**src/rtl/parking_pkg.sv**
```systemverilog
`default_nettype none
// +----------------------------------------------------------------------------+
// | Module      : parking_pkg                                                  |
// | Description : Shared definitions for the parking space arbiter: response   |
// |               codes, FSM state encoding, requester identifiers and default |
// |               floor capacities.                                            |
// | Revision    : 1.0 - initial release                                        |
// +----------------------------------------------------------------------------+
package parking_pkg;

    // Default geometry of the car park
    localparam int c_DEF_CNT_W    = 3;
    localparam int c_DEF_FLR0_CAP = 5;
    localparam int c_DEF_FLR1_CAP = 5;
    localparam int c_DEF_FLR0_RSV = 2;

    // Response codes presented on resp_code alongside an ack
    localparam logic [2:0] c_RESP_NONE         = 3'd0;
    localparam logic [2:0] c_RESP_GRANT_CHOSEN = 3'd1;
    localparam logic [2:0] c_RESP_GRANT_ALT    = 3'd2;
    localparam logic [2:0] c_RESP_NO_SPACE     = 3'd3;
    localparam logic [2:0] c_RESP_EXIT_OK      = 3'd4;
    localparam logic [2:0] c_RESP_EXIT_ERR     = 3'd5;
    localparam logic [2:0] c_RESP_ADMIN_OK     = 3'd6;
    localparam logic [2:0] c_RESP_ADMIN_ERR    = 3'd7;

    // Transaction FSM
    typedef enum logic [1:0] {
        ST_IDLE   = 2'd0,
        ST_DECIDE = 2'd1,
        ST_ACK    = 2'd2
    } state_e;

    // Requester currently owning the transaction
    typedef enum logic [1:0] {
        REQ_NONE  = 2'd0,
        REQ_ENTRY = 2'd1,
        REQ_EXIT  = 2'd2,
        REQ_ADMIN = 2'd3
    } req_id_e;

endpackage
`default_nettype wire

```
**src/rtl/floor_counter.sv**
```systemverilog
`default_nettype none
// +----------------------------------------------------------------------------+
// | Module      : floor_counter                                                |
// | Description : Free-space counter for one floor. Supports decrement,        |
// |               increment and load, never wraps and never exceeds CAP.       |
// |   clk, reset      : clock, synchronous active-high reset (count <= CAP)    |
// |   dec/inc/load    : update strobes (load > dec > inc if several are set)   |
// |   load_val        : value for load, ignored when above CAP                 |
// |   thresh          : compare value for can_dec_above                        |
// |   count           : registered free count                                  |
// |   count_nxt       : value count takes at the next edge                     |
// |   can_dec_above   : count > thresh                                         |
// |   full            : count == CAP (no car parked on this floor)             |
// | Revision    : 1.0 - initial release                                        |
// +----------------------------------------------------------------------------+
module floor_counter #(
    parameter int CNT_W = 3,
    parameter int CAP   = 5
) (
    input  logic             clk,
    input  logic             reset,
    input  logic             dec,
    input  logic             inc,
    input  logic             load,
    input  logic [CNT_W-1:0] load_val,
    input  logic [CNT_W-1:0] thresh,
    output logic [CNT_W-1:0] count,
    output logic [CNT_W-1:0] count_nxt,
    output logic             can_dec_above,
    output logic             full
);

    localparam logic [CNT_W-1:0] c_CAP = CNT_W'(CAP);

    logic [CNT_W-1:0] r_count;

    // Each strobe is guarded so a misbehaving caller can never wrap the count
    always_comb begin
        count_nxt = r_count;
        if (load) begin
            if (load_val <= c_CAP) count_nxt = load_val;
        end else if (dec) begin
            if (r_count != '0) count_nxt = r_count - 1'b1;
        end else if (inc) begin
            if (r_count < c_CAP) count_nxt = r_count + 1'b1;
        end
    end

    always_ff @(posedge clk) begin
        if (reset) r_count <= c_CAP;
        else       r_count <= count_nxt;
    end

    assign count         = r_count;
    assign can_dec_above = (r_count > thresh);
    assign full          = (r_count == c_CAP);

endmodule
`default_nettype wire

```
**src/rtl/parking_space_arbiter.sv**
```systemverilog
`default_nettype none
// +----------------------------------------------------------------------------+
// | Module      : parking_space_arbiter                                        |
// | Description : Owns both floor free counters and serialises entry, exit and |
// |               admin requests (admin > exit > entry). Each transaction runs |
// |               IDLE -> DECIDE -> ACK and ends with a one-cycle ack carrying |
// |               resp_code / resp_flr.                                        |
// |   entry_req/flr/special : car entry request                                |
// |   exit_req/flr          : car exit request                                 |
// |   admin_req/flr/cnt     : load a floor's free count                        |
// |   *_ack                 : completion pulse for the winning requester       |
// |   resp_code, resp_flr   : result, valid with an ack                        |
// |   busy                  : transaction in progress                          |
// |   flr0/1_free, tot_free : registered occupancy                             |
// | Revision    : 1.0 - initial release                                        |
// +----------------------------------------------------------------------------+
module parking_space_arbiter
    import parking_pkg::*;
#(
    parameter int CNT_W    = c_DEF_CNT_W,
    parameter int FLR0_CAP = c_DEF_FLR0_CAP,
    parameter int FLR1_CAP = c_DEF_FLR1_CAP,
    parameter int FLR0_RSV = c_DEF_FLR0_RSV
) (
    input  logic             clk,
    input  logic             reset,
    input  logic             entry_req,
    input  logic             entry_flr,
    input  logic             entry_special,
    input  logic             exit_req,
    input  logic             exit_flr,
    input  logic             admin_req,
    input  logic             admin_flr,
    input  logic [CNT_W-1:0] admin_cnt,
    output logic             entry_ack,
    output logic             exit_ack,
    output logic             admin_ack,
    output logic [2:0]       resp_code,
    output logic             resp_flr,
    output logic             busy,
    output logic [CNT_W-1:0] flr0_free,
    output logic [CNT_W-1:0] flr1_free,
    output logic [CNT_W:0]   tot_free
);

    localparam logic [CNT_W-1:0] c_CAP0 = CNT_W'(FLR0_CAP);
    localparam logic [CNT_W-1:0] c_CAP1 = CNT_W'(FLR1_CAP);
    localparam logic [CNT_W-1:0] c_RSV0 = CNT_W'(FLR0_RSV);
    localparam logic [CNT_W:0]   c_TOT  = (CNT_W+1)'(FLR0_CAP + FLR1_CAP);

    state_e           r_state, w_state_nxt;
    req_id_e          r_winner, w_winner;
    logic             r_flr;
    logic             r_special;
    logic [CNT_W-1:0] r_cnt;
    logic [2:0]       r_resp_code, w_code;
    logic             r_resp_flr, w_rflr;
    logic [CNT_W:0]   r_tot;

    logic             w_any_req;
    logic             w_pref;
    logic [1:0]       w_dec, w_inc, w_load;
    logic [1:0]       w_ok, w_full;
    logic [CNT_W-1:0] w_thresh0;
    logic [CNT_W-1:0] w_nxt0, w_nxt1;

    // ---------------- Fixed-priority request selection ----------------
    assign w_any_req = admin_req | exit_req | entry_req;

    always_comb begin
        w_winner = REQ_NONE;
        if (admin_req)      w_winner = REQ_ADMIN;
        else if (exit_req)  w_winner = REQ_EXIT;
        else if (entry_req) w_winner = REQ_ENTRY;
    end

    // ---------------- Floor counters ----------------
    // Regular IDs may only take floor 0 while more than the reserved spaces remain
    assign w_thresh0 = r_special ? '0 : c_RSV0;

    floor_counter #(.CNT_W(CNT_W), .CAP(FLR0_CAP)) u_flr0 (
        .clk           (clk),
        .reset         (reset),
        .dec           (w_dec[0]),
        .inc           (w_inc[0]),
        .load          (w_load[0]),
        .load_val      (r_cnt),
        .thresh        (w_thresh0),
        .count         (flr0_free),
        .count_nxt     (w_nxt0),
        .can_dec_above (w_ok[0]),
        .full          (w_full[0])
    );

    floor_counter #(.CNT_W(CNT_W), .CAP(FLR1_CAP)) u_flr1 (
        .clk           (clk),
        .reset         (reset),
        .dec           (w_dec[1]),
        .inc           (w_inc[1]),
        .load          (w_load[1]),
        .load_val      (r_cnt),
        .thresh        ('0),
        .count         (flr1_free),
        .count_nxt     (w_nxt1),
        .can_dec_above (w_ok[1]),
        .full          (w_full[1])
    );

    // ---------------- Next state and allocation decision ----------------
    always_comb begin
        w_state_nxt = r_state;
        w_code      = c_RESP_NONE;
        w_rflr      = 1'b0;
        w_dec       = 2'b00;
        w_inc       = 2'b00;
        w_load      = 2'b00;
        // Special IDs always try floor 0 first; regular IDs try the floor asked for
        w_pref      = r_special ? 1'b0 : r_flr;
        case (r_state)
            ST_IDLE: begin
                if (w_any_req) w_state_nxt = ST_DECIDE;
            end
            ST_DECIDE: begin
                w_state_nxt = ST_ACK;
                case (r_winner)
                    REQ_ENTRY: begin
                        if (w_ok[w_pref]) begin
                            w_dec[w_pref] = 1'b1;
                            w_rflr        = w_pref;
                            w_code        = (w_pref == r_flr) ? c_RESP_GRANT_CHOSEN
                                                              : c_RESP_GRANT_ALT;
                        end else if (w_ok[~w_pref]) begin
                            w_dec[~w_pref] = 1'b1;
                            w_rflr         = ~w_pref;
                            w_code         = (~w_pref == r_flr) ? c_RESP_GRANT_CHOSEN
                                                                : c_RESP_GRANT_ALT;
                        end else begin
                            w_rflr = r_flr;
                            w_code = c_RESP_NO_SPACE;
                        end
                    end
                    REQ_EXIT: begin
                        w_rflr = r_flr;
                        if (w_full[r_flr]) begin
                            w_code = c_RESP_EXIT_ERR;
                        end else begin
                            w_inc[r_flr] = 1'b1;
                            w_code       = c_RESP_EXIT_OK;
                        end
                    end
                    REQ_ADMIN: begin
                        w_rflr = r_flr;
                        if (r_cnt <= (r_flr ? c_CAP1 : c_CAP0)) begin
                            w_load[r_flr] = 1'b1;
                            w_code        = c_RESP_ADMIN_OK;
                        end else begin
                            w_code = c_RESP_ADMIN_ERR;
                        end
                    end
                    default: ;
                endcase
            end
            ST_ACK:  w_state_nxt = ST_IDLE;
            default: w_state_nxt = ST_IDLE;
        endcase
    end

    // ---------------- Registers ----------------
    always_ff @(posedge clk) begin
        if (reset) begin
            r_state     <= ST_IDLE;
            r_winner    <= REQ_NONE;
            r_flr       <= 1'b0;
            r_special   <= 1'b0;
            r_cnt       <= '0;
            r_resp_code <= c_RESP_NONE;
            r_resp_flr  <= 1'b0;
            r_tot       <= c_TOT;
        end else begin
            r_state <= w_state_nxt;
            if (r_state == ST_IDLE && w_any_req) begin
                r_winner  <= w_winner;
                r_flr     <= admin_req ? admin_flr : (exit_req ? exit_flr : entry_flr);
                r_special <= entry_special;
                r_cnt     <= admin_cnt;
            end
            if (r_state == ST_DECIDE) begin
                r_resp_code <= w_code;
                r_resp_flr  <= w_rflr;
            end
            // Tracks the counters' next values so the total moves on the same edge
            r_tot <= {1'b0, w_nxt0} + {1'b0, w_nxt1};
        end
    end

    // ---------------- Outputs ----------------
    assign entry_ack = (r_state == ST_ACK) && (r_winner == REQ_ENTRY);
    assign exit_ack  = (r_state == ST_ACK) && (r_winner == REQ_EXIT);
    assign admin_ack = (r_state == ST_ACK) && (r_winner == REQ_ADMIN);
    assign resp_code = r_resp_code;
    assign resp_flr  = r_resp_flr;
    assign busy      = (r_state != ST_IDLE);
    assign tot_free  = r_tot;

endmodule
`default_nettype wire

```
**config.mk**
```make
export PLATFORM = sky130hd
export DESIGN_NAME = parking_space_arbiter
export DESIGN_NICKNAME = d
export VERILOG_FILES = /design/src/rtl/parking_pkg.sv /design/src/rtl/floor_counter.sv /design/src/rtl/parking_space_arbiter.sv
export SDC_FILE = /design/constraint.sdc
export NUM_CORES = 1
export LEC_CHECK = 0
export ABC_AREA = 1
export CAP_MARGIN = 20
export CORE_MARGIN = 1
export CORE_UTILIZATION = 45
export DETAILED_ROUTE_END_ITERATION = 10
export GPL_TIMING_DRIVEN = 0
export HOLD_SLACK_MARGIN = 0.03
export PLACE_DENSITY = 0.7
export SLEW_MARGIN = 15
export SYNTH_ARGS = -nofsm -noshare
export SYNTH_HDL_FRONTEND = slang
export SYNTH_HIERARCHICAL = 1
export SYNTH_SLANG_ARGS = --single-unit
```
**constraint.sdc**
```tcl
create_clock -name clk -period 3.18 [get_ports clk]
set_input_delay 0.795 -clock clk [delete_from_list [all_inputs] [get_ports clk]]
set_output_delay 0.795 -clock clk [all_outputs]
set_load 0.005 [all_outputs]
```
==> results of run 1 <==
==> state kept, by name, summed over array words and instances, names as in the netlist <==
signal,count
u_flr0/count,3
resp_code,3
resp_flr,1
r_winner,2
r_state,2
r_flr,1
r_special,1
tot_free,4
r_cnt,3
u_flr1/count,3
==> logic make-up after synthesis <==
logic type                 synth area share [%]
AOI/OAI and AO/OA                          15.6
xor gates and xnor gates                   1.51
adders and majority gates                  14.8
buffers and inverters                      12.5
DFF                                        26.5
other                                     0.216
and+or+nand+nor                            28.9
==> Yosys cell counts, types with 3 or more instances <==
library cell	n	share of area [%]
sky130_fd_sc_hd__nand3_1	15	4.3
sky130_fd_sc_hd__o21ai_2	6	3.0
sky130_fd_sc_hd__inv_1	45	9.7
sky130_fd_sc_hd__xor2_1	3	1.5
sky130_fd_sc_hd__nor2_2	6	2.2
sky130_fd_sc_hd__nor4_1	3	1.1
sky130_fd_sc_hd__dfxtp_1	23	26
sky130_fd_sc_hd__o21ai_0	5	1.4
sky130_fd_sc_hd__o21ai_1	6	1.7
sky130_fd_sc_hd__nand2_1	66	14
sky130_fd_sc_hd__nor2_1	21	4.5
sky130_fd_sc_hd__ha_1	19	14
sky130_fd_sc_hd__a21oi_1	25	7.2
sky130_fd_sc_hd__inv_2	5	1.1
==> stage by stage <==
step / setup WS, ns / power (mW) / hold WS (ns) / utilization (%)
floorplan: 0.475 / 0.452 / 0.452 / -
global route: -0.0190 / 0.749 / 0.496 / 59.5
CTS: 0.0572 / 0.706 / 0.472 / 58.6
global placement: 0.0329 / 0.515 / 0.453 / 57.0
finish: 0.214 / 0.708 / 0.466 / 59.5
detailed placement: -0.0301 / 0.520 / 0.461 / 57.0
==> tightest hold or removal path, cell delays in order, from the launching register on <==
cell                      delay (ns)
sky130_fd_sc_hd__dfxtp_1        0.31
sky130_fd_sc_hd__nand2_1        0.06
sky130_fd_sc_hd__a21oi_1        0.05
==> where the power goes <==
part	leakage, nW	switching [mW]	internal [mW]
sequential	0.186	0.0179	0.308
clock	0.0228	0.0935	0.0896
combinational	0.807	0.113	0.0862
total	1.02	0.224	0.484
==> cell type report <==
| cell class | instances | area, µm² | share of cell area (%) |
|---|---|---|---|
| Buffer | 3 | 22.5 | 1.03 |
| Clock buffer | 4 | 45.0 | 2.05 |
| Inverter | 51 | 194 | 8.83 |
| Multi-Input combinational cell | 192 | 1100 | 50.3 |
| Sequential cell | 23 | 465 | 21.2 |
| Tap cell | 48 | 60.1 | 2.74 |
| Timing Repair Buffer | 31 | 305 | 13.9 |
==> worst min path at each step <==
stage / to / cells past startpoint / from / slack, ns
2_1_floorplan: r_cnt[0]$_SDFFE_PP0P_ / 2 / r_cnt[0]$_SDFFE_PP0P_ / 0.45
3_3_place_gp: resp_code[1]$_SDFFE_PP0P_ / 2 / resp_code[1]$_SDFFE_PP0P_ / 0.45
3_5_place_dp: resp_code[2]$_SDFFE_PP0P_ / 2 / resp_code[2]$_SDFFE_PP0P_ / 0.46
4_1_cts: resp_code[2]$_SDFFE_PP0P_ / 2 / resp_code[2]$_SDFFE_PP0P_ / 0.47
5_1_grt: resp_code[1]$_SDFFE_PP0P_ / 2 / resp_code[1]$_SDFFE_PP0P_ / 0.50
6_report: resp_code[2]$_SDFFE_PP0P_ / 2 / resp_code[2]$_SDFFE_PP0P_ / 0.47
==> repair_timing <==
item / 4_1_cts / 5_1_grt
pin swaps: 0 / 2
setup endpoints to repair: 1 / 2
setup buffers: 0 / 2
gates resized for setup: 2 / 8
hold buffers: 0 / 0
gates cloned: 0 / 0
==> routing by layer <==
layer	routed length (µm)	track usage (%)
met1	2020	28.3
met5	0	0
met3	109	1.96
met2	1820	32.8
met4	44	5.83
==> run summary, run 1 <==
The run finished with clean final reports. Post-layout instance area: 2200 µm². STA classifies the critical path endpoint as a register. Final count of pins violating max slew: 0. The cell repeated most along the worst path is sky130_fd_sc_hd__o21ai_1.

For the initial antenna violation count, the log shows 0. Summing over every cut layer, the via total after detailed routing is 1,671. After detailed routing, the number of remaining DRC violations is 0. Summed over all nets, the half-perimeter wirelength after detailed placement is 3050 µm.

After layout, the worst path uses 93.3% of the clock period. For the total global-route track usage, the log shows 20.2%. Of the cells placed in the final design, the portion with a size suffix greater than 1 is 12.5%.

The root buffer cell chosen for the clock tree is sky130_fd_sc_hd__clkbuf_8. During placement, the flow inserted port buffers numbering 29. The clock passes through at most 2 buffers. Number of CTS-inserted buffers: 3. On the final layout, the worst clock skew is 0.00291 ns. Compared with the post-synthesis result, the final layout area differs by 26.4%. The first-pass GRT wire length was 6550 µm. In this run the register-to-register setup slack is 0.21 ns. The worst pin sits at a relative slew slack of 36.2%. During I/O placement, the number of pins put on the boundary was 30. Entering global routing, the biggest net connects 13 pins. The startpoint identified for the worst register-to-register timing path is u_flr0/count[0]$_SDFF_PP1_.

For the number of cells in the design after placement, the log shows 346. Among all flip-flop cells after synthesis, the most frequent one is sky130_fd_sc_hd__dfxtp_1. The floorplan die width is 64.1 µm. At the end of routability-driven placement, the weighted congestion stood at 0.837. Number of cells produced by synthesis: 265. Counting the fill cells in the layout gives 376. The number of synthesized flops with an enable pin is 0.

The repair_antennas step left the layout with diodes totalling 0. Yosys printed 6 warnings. Of all nets on the critical path, the largest fanout is 7. Data on the critical path arrives at its endpoint at 3.11 ns. The run gives 1.02 nW as the leakage power. On the critical path the largest part of the delay comes from adder cells. STA puts the critical path data required time at 3.33 ns. The floorplan step defined a die boundary enclosing 4110 µm². The number of hold violations in the final report is 0, and the post-detailed-route via-to-cell ratio is 4.75.

In this run the cell area of the synthesized design comes to 1740 µm². The top cell types in the final layout, fill and taps aside, are 66 x sky130_fd_sc_hd__nand2_1, 43 x sky130_fd_sc_hd__inv_1, 29 x sky130_fd_sc_hd__clkdlybuf4s50_1, 25 x sky130_fd_sc_hd__a21oi_1, 21 x sky130_fd_sc_hd__nor2_1. The initial cell density of the core came out at 47.1%. The type of the tightest min-delay check was reg2reg.

The total setup violations reported at the end of the flow was 0. The startpoint of the most critical setup path is u_flr0/count[0]$_SDFF_PP1_. In this run, distinct cell masters in the synthesized netlist total 28.

The worst register-to-register path has a depth of 16. STA classifies the critical path startpoint as a register. Together, buffers and inverters on the worst path number 3. At the end of the flow, the number of nets in the layout was 337. The mean area per synthesized cell was 6.56 µm²; the number of core rows was 22. The clock transition at the register clock pins on the worst setup and hold paths after CTS was 0.08 ns.

The total negative setup slack was 0 ns. In this run the number of cells on the critical path is 16. For this run, the number of standard cells in the final layout without fillers is 352.

The critical path goes through inv_2 > ha_1 > a32oi_2 > o21ai_1 > nor2_1 > inv_2 > a21oi_1 > o21ai_1 > o21ai_1 > nand2_1 > nand2_1 > ha_1 > inv_1 > fa_1 > xor2_1 > nor2_1. Measured along the y axis, the die boundary spans 64.1 µm. The overall overflow remaining after global route was 0; the highest clock rate was 337 MHz. TritonCTS built the clock tree.

Time the worst path needs with I/O delays and setup: 2.97 ns. Following the worst setup path forward leads to its endpoint at tot_free[2]$_SDFF_PP0_. After synthesis, the share of flip-flops with an asynchronous set or reset is 0%. The cell area after placement was 2100 µm²; the clock latency on the worst-skew pair was 0.27 ns. The worst-case IR drop observed on VDD is 0.331 mV. Counting flops and latches in the post-synthesis netlist gives 23. The routed length per instance was 11.3 µm. For this run, the slowest stage of the critical path takes 0.42 ns.

In this run, the number of DRC markers left after iteration 0 of detailed routing was 88. The first detailed-routing pass took 4 iterations. Leaving out fill and tap cells, the most frequent cell in the layout is sky130_fd_sc_hd__nand2_1. The via count of the first global-routing pass was 1,428; the total wirelength of the detailed-routed design was 3990 µm. Critical path class: reg2reg. The actual transition at the worst max-transition pin came out at 0.949 ns.

The power density of the placed cells is 322 nW/µm². The run gives 0 as the number of nets with antenna violations after routing. Sequential elements use 26.5% of the synthesized area. For the maximum level of the CTS H-tree, the log shows 1. The largest individual stage delay along the critical path comes from the cell sky130_fd_sc_hd__dfxtp_2. The logs give 0 for the number of max-cap violations and 23 for the number of clock sinks. The run gives 3690 µm² as the area of the core. In this run the critical register-to-register path is captured at tot_free[2]$_SDFF_PP0_.
(Power assumes the default switching activity.)
==> run 2: changes to the inputs <==
==> constraint.sdc (replaced) <==
create_clock -name clk -period 3.18 [get_ports clk]
set_input_delay 0.636 -clock clk [delete_from_list [all_inputs] [get_ports clk]]
set_output_delay 0.636 -clock clk [all_outputs]
set_load 0.005 [all_outputs]
==> results of run 2 <==
Final layout, timing and power as in run 1 (identical DEF).
